### src/rtl/multicycle_ctrl_pkg.sv
// -----------------------------------------------------------------------------
// multicycle_ctrl_pkg
//   Shared definitions for the multicycle RV32I control unit: FSM state type,
//   opcode/funct3 constants, datapath select encodings and the DECODE-state
//   next-state helper.
//   No ports (package). Optional feature macro used by the top: MEM_READY_EN.
// -----------------------------------------------------------------------------
package multicycle_ctrl_pkg;

   typedef enum logic [3:0] {
      S_FETCH    = 4'd0,
      S_DECODE   = 4'd1,
      S_MEMADR   = 4'd2,
      S_MEMREAD  = 4'd3,
      S_MEMWB    = 4'd4,
      S_MEMWRITE = 4'd5,
      S_EXECR    = 4'd6,
      S_EXECI    = 4'd7,
      S_ALUWB    = 4'd8,
      S_BRANCH   = 4'd9,
      S_JAL      = 4'd10,
      S_JALR     = 4'd11,
      S_JALR_PC  = 4'd12,
      S_LUI      = 4'd13,
      S_ILLEGAL  = 4'd14
   } state_t;

   // Opcodes (instr[6:0])
   localparam logic [6:0] OP_LOAD   = 7'b0000011;
   localparam logic [6:0] OP_STORE  = 7'b0100011;
   localparam logic [6:0] OP_RTYPE  = 7'b0110011;
   localparam logic [6:0] OP_ITYPE  = 7'b0010011;
   localparam logic [6:0] OP_BRANCH = 7'b1100011;
   localparam logic [6:0] OP_JAL    = 7'b1101111;
   localparam logic [6:0] OP_JALR   = 7'b1100111;
   localparam logic [6:0] OP_LUI    = 7'b0110111;

   // funct3 values of the supported instructions
   localparam logic [2:0] F3_LBU  = 3'b100;
   localparam logic [2:0] F3_SB   = 3'b000;
   localparam logic [2:0] F3_ADD  = 3'b000;
   localparam logic [2:0] F3_BNE  = 3'b001;
   localparam logic [2:0] F3_BGEU = 3'b111;
   localparam logic [2:0] F3_JALR = 3'b000;

   // Immediate extender formats
   localparam logic [2:0] IMM_I = 3'b000;
   localparam logic [2:0] IMM_S = 3'b001;
   localparam logic [2:0] IMM_B = 3'b010;
   localparam logic [2:0] IMM_U = 3'b011;
   localparam logic [2:0] IMM_J = 3'b100;

   // Result mux
   localparam logic [1:0] RES_ALUOUT    = 2'b00;
   localparam logic [1:0] RES_DATA      = 2'b01;
   localparam logic [1:0] RES_ALURESULT = 2'b10;
   localparam logic [1:0] RES_IMMEXT    = 2'b11;

   // ALU operand muxes
   localparam logic [1:0] SRCA_PC    = 2'b00;
   localparam logic [1:0] SRCA_OLDPC = 2'b01;
   localparam logic [1:0] SRCA_RD1   = 2'b10;
   localparam logic [1:0] SRCB_RD2   = 2'b00;
   localparam logic [1:0] SRCB_IMM   = 2'b01;
   localparam logic [1:0] SRCB_FOUR  = 2'b10;

   // ALU operations
   localparam logic [2:0] ALU_ADD = 3'b000;
   localparam logic [2:0] ALU_SUB = 3'b001;

   // Successor of DECODE; every encoding outside the supported subset traps.
   function automatic state_t decode_next(input logic [6:0] op, input logic [2:0] f3);
      state_t nxt;
      nxt = S_ILLEGAL;
      case (op)
         OP_LOAD:   if (f3 == F3_LBU)                    nxt = S_MEMADR;
         OP_STORE:  if (f3 == F3_SB)                     nxt = S_MEMADR;
         OP_RTYPE:  if (f3 == F3_ADD)                    nxt = S_EXECR;
         OP_ITYPE:  if (f3 == F3_ADD)                    nxt = S_EXECI;
         OP_BRANCH: if (f3 == F3_BNE || f3 == F3_BGEU)   nxt = S_BRANCH;
         OP_JAL:                                         nxt = S_JAL;
         OP_JALR:   if (f3 == F3_JALR)                   nxt = S_JALR;
         OP_LUI:                                         nxt = S_LUI;
         default:                                        nxt = S_ILLEGAL;
      endcase
      return nxt;
   endfunction

endpackage

### src/rtl/multicycle_control_alu_decoder.sv
// -----------------------------------------------------------------------------
// alu_decoder
//   Selects the ALU operation from the current control state.
//   Ports:
//     state      in  current FSM state
//     funct7b5   in  instr[30], distinguishes sub from add in R-type
//     ALUControl out 000=add, 001=sub
// -----------------------------------------------------------------------------
module alu_decoder
   import multicycle_ctrl_pkg::*;
(
   input  state_t      state,
   input  logic        funct7b5,
   output logic [2:0]  ALUControl
);

   always_comb begin
      ALUControl = ALU_ADD;
      case (state)
         S_EXECR:  ALUControl = funct7b5 ? ALU_SUB : ALU_ADD;
         // Branch compares via subtraction; zero/ltu come from the ALU.
         S_BRANCH: ALUControl = ALU_SUB;
         default:  ALUControl = ALU_ADD;
      endcase
   end

endmodule

### src/rtl/multicycle_control.sv
// -----------------------------------------------------------------------------
// multicycle_control
//   Moore control FSM for a multicycle RV32I subset (add/sub, addi, lbu, sb,
//   bne, bgeu, lui, jal, jalr). Sequences the shared ALU, memory port,
//   register file and immediate extender, and counts retired instructions.
//   Optional feature macro: MEM_READY_EN (adds mem_ready handshake on FETCH,
//   MEMREAD and MEMWRITE).
//   Ports:
//     clk, rst              clock, synchronous active-high reset
//     op, funct3, funct7b5  instruction fields from the IR
//     zero, ltu             ALU flags (used in BRANCH)
//     mem_ready             memory done (only with MEM_READY_EN)
//     PCWrite..ImmSrc       datapath enables and selects
//     illegal               sticky unsupported-instruction flag
//     instret               retired instruction count, wraps
// -----------------------------------------------------------------------------
module multicycle_control
   import multicycle_ctrl_pkg::*;
#(
   parameter int CNT_W = 32
)
(
   input  logic             clk,
   input  logic             rst,
   input  logic [6:0]       op,
   input  logic [2:0]       funct3,
   input  logic             funct7b5,
   input  logic             zero,
   input  logic             ltu,
`ifdef MEM_READY_EN
   input  logic             mem_ready,
`endif
   output logic             PCWrite,
   output logic             AdrSrc,
   output logic             MemWrite,
   output logic             IRWrite,
   output logic             RegWrite,
   output logic [1:0]       ResultSrc,
   output logic [1:0]       ALUSrcA,
   output logic [1:0]       ALUSrcB,
   output logic [2:0]       ALUControl,
   output logic [2:0]       ImmSrc,
   output logic             illegal,
   output logic [CNT_W-1:0] instret
);

   state_t           state_q, state_d;
   logic [CNT_W-1:0] instret_q;
   logic             ready;
   logic             pc_we, ir_we, mem_we, reg_we;
   logic             retire;

`ifdef MEM_READY_EN
   assign ready = mem_ready;
`else
   assign ready = 1'b1;
`endif

   // A retire is any entry into FETCH; FETCH holding on mem_ready is not one.
   assign retire = (state_d == S_FETCH) && (state_q != S_FETCH);

   always_ff @(posedge clk) begin
      if (rst) begin
         state_q   <= S_FETCH;
         instret_q <= '0;
      end else begin
         state_q <= state_d;
         if (retire) instret_q <= instret_q + CNT_W'(1);
      end
   end

   always_comb begin
      state_d   = state_q;
      pc_we     = 1'b0;
      ir_we     = 1'b0;
      mem_we    = 1'b0;
      reg_we    = 1'b0;
      AdrSrc    = 1'b0;
      ResultSrc = RES_ALUOUT;
      ALUSrcA   = SRCA_PC;
      ALUSrcB   = SRCB_RD2;
      ImmSrc    = IMM_I;
      illegal   = 1'b0;
      case (state_q)
         S_FETCH: begin
            ResultSrc = RES_ALURESULT;
            ALUSrcB   = SRCB_FOUR;
            if (ready) begin
               ir_we   = 1'b1;
               pc_we   = 1'b1;
               state_d = S_DECODE;
            end
         end
         S_DECODE: begin
            // Precompute the branch/jump target OldPC+imm into ALUOut.
            ALUSrcA = SRCA_OLDPC;
            ALUSrcB = SRCB_IMM;
            if (op == OP_BRANCH)   ImmSrc = IMM_B;
            else if (op == OP_JAL) ImmSrc = IMM_J;
            state_d = decode_next(op, funct3);
         end
         S_MEMADR: begin
            ALUSrcA = SRCA_RD1;
            ALUSrcB = SRCB_IMM;
            if (op == OP_STORE) begin
               ImmSrc  = IMM_S;
               state_d = S_MEMWRITE;
            end else begin
               state_d = S_MEMREAD;
            end
         end
         S_MEMREAD: begin
            AdrSrc = 1'b1;
            if (ready) state_d = S_MEMWB;
         end
         S_MEMWB: begin
            ResultSrc = RES_DATA;
            reg_we    = 1'b1;
            state_d   = S_FETCH;
         end
         S_MEMWRITE: begin
            AdrSrc = 1'b1;
            mem_we = 1'b1;
            if (ready) state_d = S_FETCH;
         end
         S_EXECR: begin
            ALUSrcA = SRCA_RD1;
            ALUSrcB = SRCB_RD2;
            state_d = S_ALUWB;
         end
         S_EXECI: begin
            ALUSrcA = SRCA_RD1;
            ALUSrcB = SRCB_IMM;
            state_d = S_ALUWB;
         end
         S_ALUWB: begin
            reg_we  = 1'b1;
            state_d = S_FETCH;
         end
         S_BRANCH: begin
            ALUSrcA = SRCA_RD1;
            ALUSrcB = SRCB_RD2;
            pc_we   = ((funct3 == F3_BNE) && !zero) || ((funct3 == F3_BGEU) && !ltu);
            state_d = S_FETCH;
         end
         S_JAL: begin
            // Target leaves via ALUOut while the ALU forms the link OldPC+4.
            ALUSrcA = SRCA_OLDPC;
            ALUSrcB = SRCB_FOUR;
            pc_we   = 1'b1;
            state_d = S_ALUWB;
         end
         S_JALR: begin
            // rs1+imm is captured here, before rd is written, so rd==rs1 is safe.
            ALUSrcA = SRCA_RD1;
            ALUSrcB = SRCB_IMM;
            state_d = S_JALR_PC;
         end
         S_JALR_PC: begin
            ALUSrcA = SRCA_OLDPC;
            ALUSrcB = SRCB_FOUR;
            pc_we   = 1'b1;
            state_d = S_ALUWB;
         end
         S_LUI: begin
            ImmSrc    = IMM_U;
            ResultSrc = RES_IMMEXT;
            reg_we    = 1'b1;
            state_d   = S_FETCH;
         end
         S_ILLEGAL: begin
            illegal = 1'b1;
         end
         default: begin
            state_d = S_ILLEGAL;
         end
      endcase
   end

   // Reset overrides whatever state is still registered this cycle.
   assign PCWrite  = pc_we  & ~rst;
   assign IRWrite  = ir_we  & ~rst;
   assign MemWrite = mem_we & ~rst;
   assign RegWrite = reg_we & ~rst;
   assign instret  = instret_q;

   alu_decoder u_alu_decoder (
      .state      (state_q),
      .funct7b5   (funct7b5),
      .ALUControl (ALUControl)
   );

endmodule
### config.mk
export PLATFORM = sky130hd
export DESIGN_NAME = multicycle_control
export DESIGN_NICKNAME = d
export VERILOG_FILES = /design/src/rtl/multicycle_ctrl_pkg.sv /design/src/rtl/multicycle_control_alu_decoder.sv /design/src/rtl/multicycle_control.sv
export SDC_FILE = /design/constraint.sdc
export NUM_CORES = 1
export LEC_CHECK = 0
export ABC_AREA = 1
export BUFFER_PORTS_ARGS = -buffer_cell sky130_fd_sc_hd__buf_2
export CAP_MARGIN = 10
export CORE_ASPECT_RATIO = 1.75
export CORE_MARGIN = 5
export CORE_UTILIZATION = 50
export CTS_CLUSTER_DIAMETER = 30
export DETAILED_ROUTE_END_ITERATION = 7
export PLACE_DENSITY = 0.79
export SLEW_MARGIN = 30
export SYNTH_ARGS = -nofsm -noshare
export SYNTH_HDL_FRONTEND = slang
export SYNTH_HIERARCHICAL = 1
export SYNTH_SLANG_ARGS = --single-unit
### constraint.sdc
create_clock -name clk -period 4.51 [get_ports clk]
set_input_delay 0.902 -clock clk [delete_from_list [all_inputs] [get_ports clk]]
set_output_delay 0.902 -clock clk [all_outputs]
set_load 0.01 [all_outputs]
### Word level (Yosys, flattened, before mapping)

Cells that the tools add are included.

| word-level totals | value |
|---|---|
| flip-flop bits (word level) | 36 |
| latch bits | 0 |
| RAM bits | 0 |
| ROM bits | 0 |
| input bits | 15 |
| output and inout port bits | 50 |
| word-level logic and storage cells | 76 |
| memories | 0 |

| operators by class | value |
|---|---|
| $add $sub $neg | 1 |
| multipliers | 0 |
| divide/modulo/power cells | 0 |
| order comparisons | 0 |
| equal/unequal tests | 25 |
| shifts and indexed selects | 0 |
| multiplexer cells | 24 |
| bitwise operators | 5 |
| reductions and logical operators | 19 |

Operators by type and width:

| kind | count |
|---|---|
| $pmux 4 s8 | 2 |
| $add 32x1->32 const B | 1 |
| $eq 4x4->1 const B | 7 |
| $eq 7x6->1 const B | 3 |
| $eq 7x7->1 const B | 3 |
| $eq 4x3->1 const B | 4 |
| $mux 4 | 4 |
| $mux 3 | 5 |
| $reduce_or 5->1 | 2 |
| $pmux 3 s3 | 1 |
| $reduce_or 3->1 | 3 |
| $eq 4x2->1 const B | 2 |
| $logic_not 4->1 | 2 |
| $pmux 2 s2 | 2 |
| $reduce_or 4->1 | 2 |
| $eq 7x2->1 const B | 1 |
| $eq 7x5->1 const B | 1 |
| $mux 1 | 7 |
| $eq 3x3->1 const B | 2 |
| $pmux 2 s3 | 1 |
| $pmux 3 s2 | 1 |
| $and 1x1->1 | 4 |
| $eq 4x1->1 const B | 1 |
| $reduce_bool 4->1 | 1 |
| 8 further kinds | 12 |

### Logic depth before layout (Yosys ltp)

| logic depth | value |
|---|---|
| depth in word-level cells | 7 |
| depth in mapped cells | 11 |
| depth with buffers taken out | 11 |

### Hierarchy

Netlist, hierarchy kept.

By module, submodules not included:

| module | instances | cells each | area an instance (µm²) | sequential area each (µm²) |
|---|---|---|---|---|
| multicycle_control | 1 | 471 | 2,638.8 | 720.7 |
| alu_decoder | 1 | 12 | 57.6 | 0.0 |

### Worst setup path after synthesis

No wires, ideal clock.

| path | value |
|---|---|
| path kind | input to output |
| from | input port rst |
| to | output port RegWrite |
| arrival time | 1.625 ns |
| required time | 3.608 ns |
| path slack | 1.983 ns |
| cell stages on the path | 5 |
| buffers on the path | 2 |
| cell sequence | clkbuf_1 inv_1 buf_2 o21ai_0 inv_1 |

| between the ends | value |
|---|---|
| cells in the longest elaborated chain, start to end | 2 |

Ends and longest elaborated chain:

| what | RTL line | source |
|---|---|---|
| from (decl) | multicycle_control.sv:24 | `input logic rst,` |
| $not 1->1 | multicycle_control.sv:184 | `assign RegWrite = reg_we & ~rst;` |
| $and 1x1->1 | multicycle_control.sv:184 |  |
| to (decl) | multicycle_control.sv:37 | `output logic RegWrite,` |

Every way passes these cells.

### Final worst setup path

Same ends and word-level chain as after synthesis.

==> qor.txt <==
Leak - 1.41 nW
gate family responsible for the most delay along the worst path - buffers and inverters
average instance area after synthesis - 5.58 sq um
post-route worst setup slack - 1.54 ns
ratio of cells with drive above 1 in the final layout - 15.5%
standard cell with the maximum stage delay on the critical path - buf_2
total clock sinks - 36
overflow left after global routing - 0
unrepaired setup endpoints after global routing - no
max-slew violation count - 0
number of rows in the core area - 35
clock root buffer - clkbuf_8
clock tree from TritonCTS - built
worst vdd ir - 0.309 mV
maximum number of pins on one net before global-route repair - 49
drt first-iter violations - 230
vertical die dimension - 107 microns
top cells by count, synth - nand2_1, nor2_1, inv_1
register-to-register setup slack - 2.06 ns
slew at the pin with the worst max-slew slack - 0.892 ns
setup clock skew after layout - 0.00778 ns
area of placed instances - 2980 sq um
Req. time, crit path - 3.61 ns
setup total negative slack - 0 ns
number of standard cells after synthesis - 483
count of endpoints failing hold in the final timing report - 0
dpl cells - 588
pre-CTS worst setup slack - 1.52 ns
highest clock frequency the design can meet - 336 MHz
flop and latch count out of synthesis - 36
worst hold endpoint - instret[1]
Remaining DRCs - 0
Resize count post-CTS - 0
Crit Path Class - in2out
library cell with the highest instance count after synthesis - nand2_1
critical path capture point type - output port
Die Outline Area - 7020 sq um
number of max-capacitance violations reported - 0
count of non-filler cells in the finished layout - 596
register area share after synthesis - 26.7%
largest stage delay on the critical path - 0.46 ns
FF-to-FF path depth - 8
GRT Overall Usage - 23.2%
Cell variety after synth - 30
via density per instance - 5.38
post-detailed-route wirelength per cell - 13.0 microns
final design utilization - 58.7%
initial cell density of the core - 51.3%
Tmin final - 2.97 ns
largest area contributor in the synthesized netlist - dfxtp_1
clock input transition at the sequential cells of the worst setup and hold paths - 0.07 ns
total of endpoints with negative setup slack in the final report - 0
post-synth design cell area - 2700 sq um
number of setup buffers added after CTS - 0
Placer Congestion - 0.942
R2R Path Start - state_q[0]
dominant register cell in the synthesized netlist - dfxtp_1
Inserted Diodes - 0
status - finished, final reports clean
vias post-DR - 3207
Final ANT Viol Nets - 0
post-route cell area - 3090 sq um
buffer and inverter count on the worst path - 4
Routed WL - 7.75 mm
Layout Area Growth over Synthesis - 14.5%
top fanout value on the critical path - 27
initial antenna violation count - 0
cells taking the most area after synthesis - dfxtp_1, nand2_1, nor2_1
Critical R2R Capture - instret[18]
first-pass GRT wire length - 12.8 mm
startpoint of the tightest hold check path - instret[1]
EDFF count, synth - 0
core region area - 5260 sq um
cell-by-cell trace of the critical path - buf_2, inv_1, o21ai_0, inv_1, buf_2
maximum count of clock buffers along a single path - 2
relative slew slack - 40.3%
Synthesis Warnings - 6
power per cell area - 319 nW/um^2
number of top-level pins - 65
worst skew pair latency - 0.30 ns
Num CTS Buffers - 5
net count of the finished layout - 556
vias in the first global route - 2948
element type at the critical path start - input port
H-Tree Level Count - 2
worst hold-check path type - reg2reg
Min-Delay Path Depth - 2
crit path DAT - 2.07 ns
Final HPWL DP - 5.99 mm
die outline width - 65.5 microns
share of the synthesized area in the top cell type - 26.7%
DRT Pass-1 Iters - 5
Async S/R FF share, synth - 0%
Post-CTS Hold Fix Bufs - 0
share of the clock period used by the worst path after layout - 66.0%
I/O Buffers - 62
[state kept, by name, indices dropped and copies added (netlist names)]
register	count
instret	32
state_q	4
[per-layer routing]
layer  track usage (%)  wire length [microns]  vias up
met3              4.61                    492       41
met1              22.0                   2740     1413
met2              42.0                   4050      120
li1                  -                      -     1633
met5                 0                      0        -
met4              17.8                    467        0
[kinds of logic (layout without fill, tap and decap cells)]
kind of cell / after synthesis / count (layout) / synth area share (%)
AND/OR/NAND/NOR: 335 / 335 / 51.3
adder cells (fa/ha/maj): 1 / 1 / 0.464
AO/OA/AOI/OAI: 53 / 53 / 10.8
flip-flops: 36 / 36 / 26.7
XOR/XNOR: 3 / 3 / 0.975
other: 1 / 2 / 0.139
buffers and inverters: 54 / 111 / 9.56
[cell type report]
type / instances / area [sq um]
tap: 55 / 68.8
sequential: 36 / 721
fill: 550 / 2170
clock buffer: 5 / 68.8
multi-input combinational: 394 / 1720
timing repair buffer: 62 / 310
inverter: 41 / 154
clock inverter: 3 / 42.5
[metrics by stage]
| step | hold WS, ns | total power [W] |
|---|---|---|
| floorplan | 0.506 | 0.000651 |
| global placement | 0.479 | 0.000699 |
| detailed placement | 0.489 | 0.000702 |
| CTS | 0.501 | 0.000989 |
| global route | 0.531 | 0.00105 |
| finish | 0.498 | 0.000986 |
[layout by cell type, fill, tap and decap left out, types with 2 or more instances in the layout]
cell type,n
nor2_1,96
nand2_1,183
nand3_1,31
clkbuf_8,5
inv_1,39
a22oi_1,2
buf_2,62
and3_1,3
conb_1,2
dfxtp_1,36
a21oi_2,4
nor3_1,2
o21ai_0,8
nand3b_1,10
nand3_2,2
nor3_2,2
a21oi_1,34
nor2_2,3
inv_2,2
xor2_1,3
o22ai_1,2
[worst reg2reg max path: stages, from the launching register on]
cell     delay [ns]
dfxtp_1        0.50
nand2_1        0.16
nor2_1         0.31
nor3_2         0.09
nand2_2        0.66
inv_2          0.35
nor2_1         0.17
nor2_1         0.05
nor2_1         0.09
[where the power goes]
group,total [W],switching [W],leakage (nW),internal [W]
Clock,0.000291,0.000127,0.0541,0.000164
Sequential,0.000364,0.0000302,0.291,0.000333
Combinational,0.000331,0.000240,1.06,0.0000910
Total,0.000986,0.000398,1.41,0.000588
[worst max-delay path by stage]
stage	startpoint	end	depth (start not counted)
after global routing	rst	RegWrite	5
after CTS	rst	RegWrite	5
after floorplan	rst	RegWrite	5
after global placement	rst	RegWrite	5
final	rst	RegWrite	5
after detailed placement	rst	RegWrite	5
No activity file was read; power rests on OpenSTA's default activity.
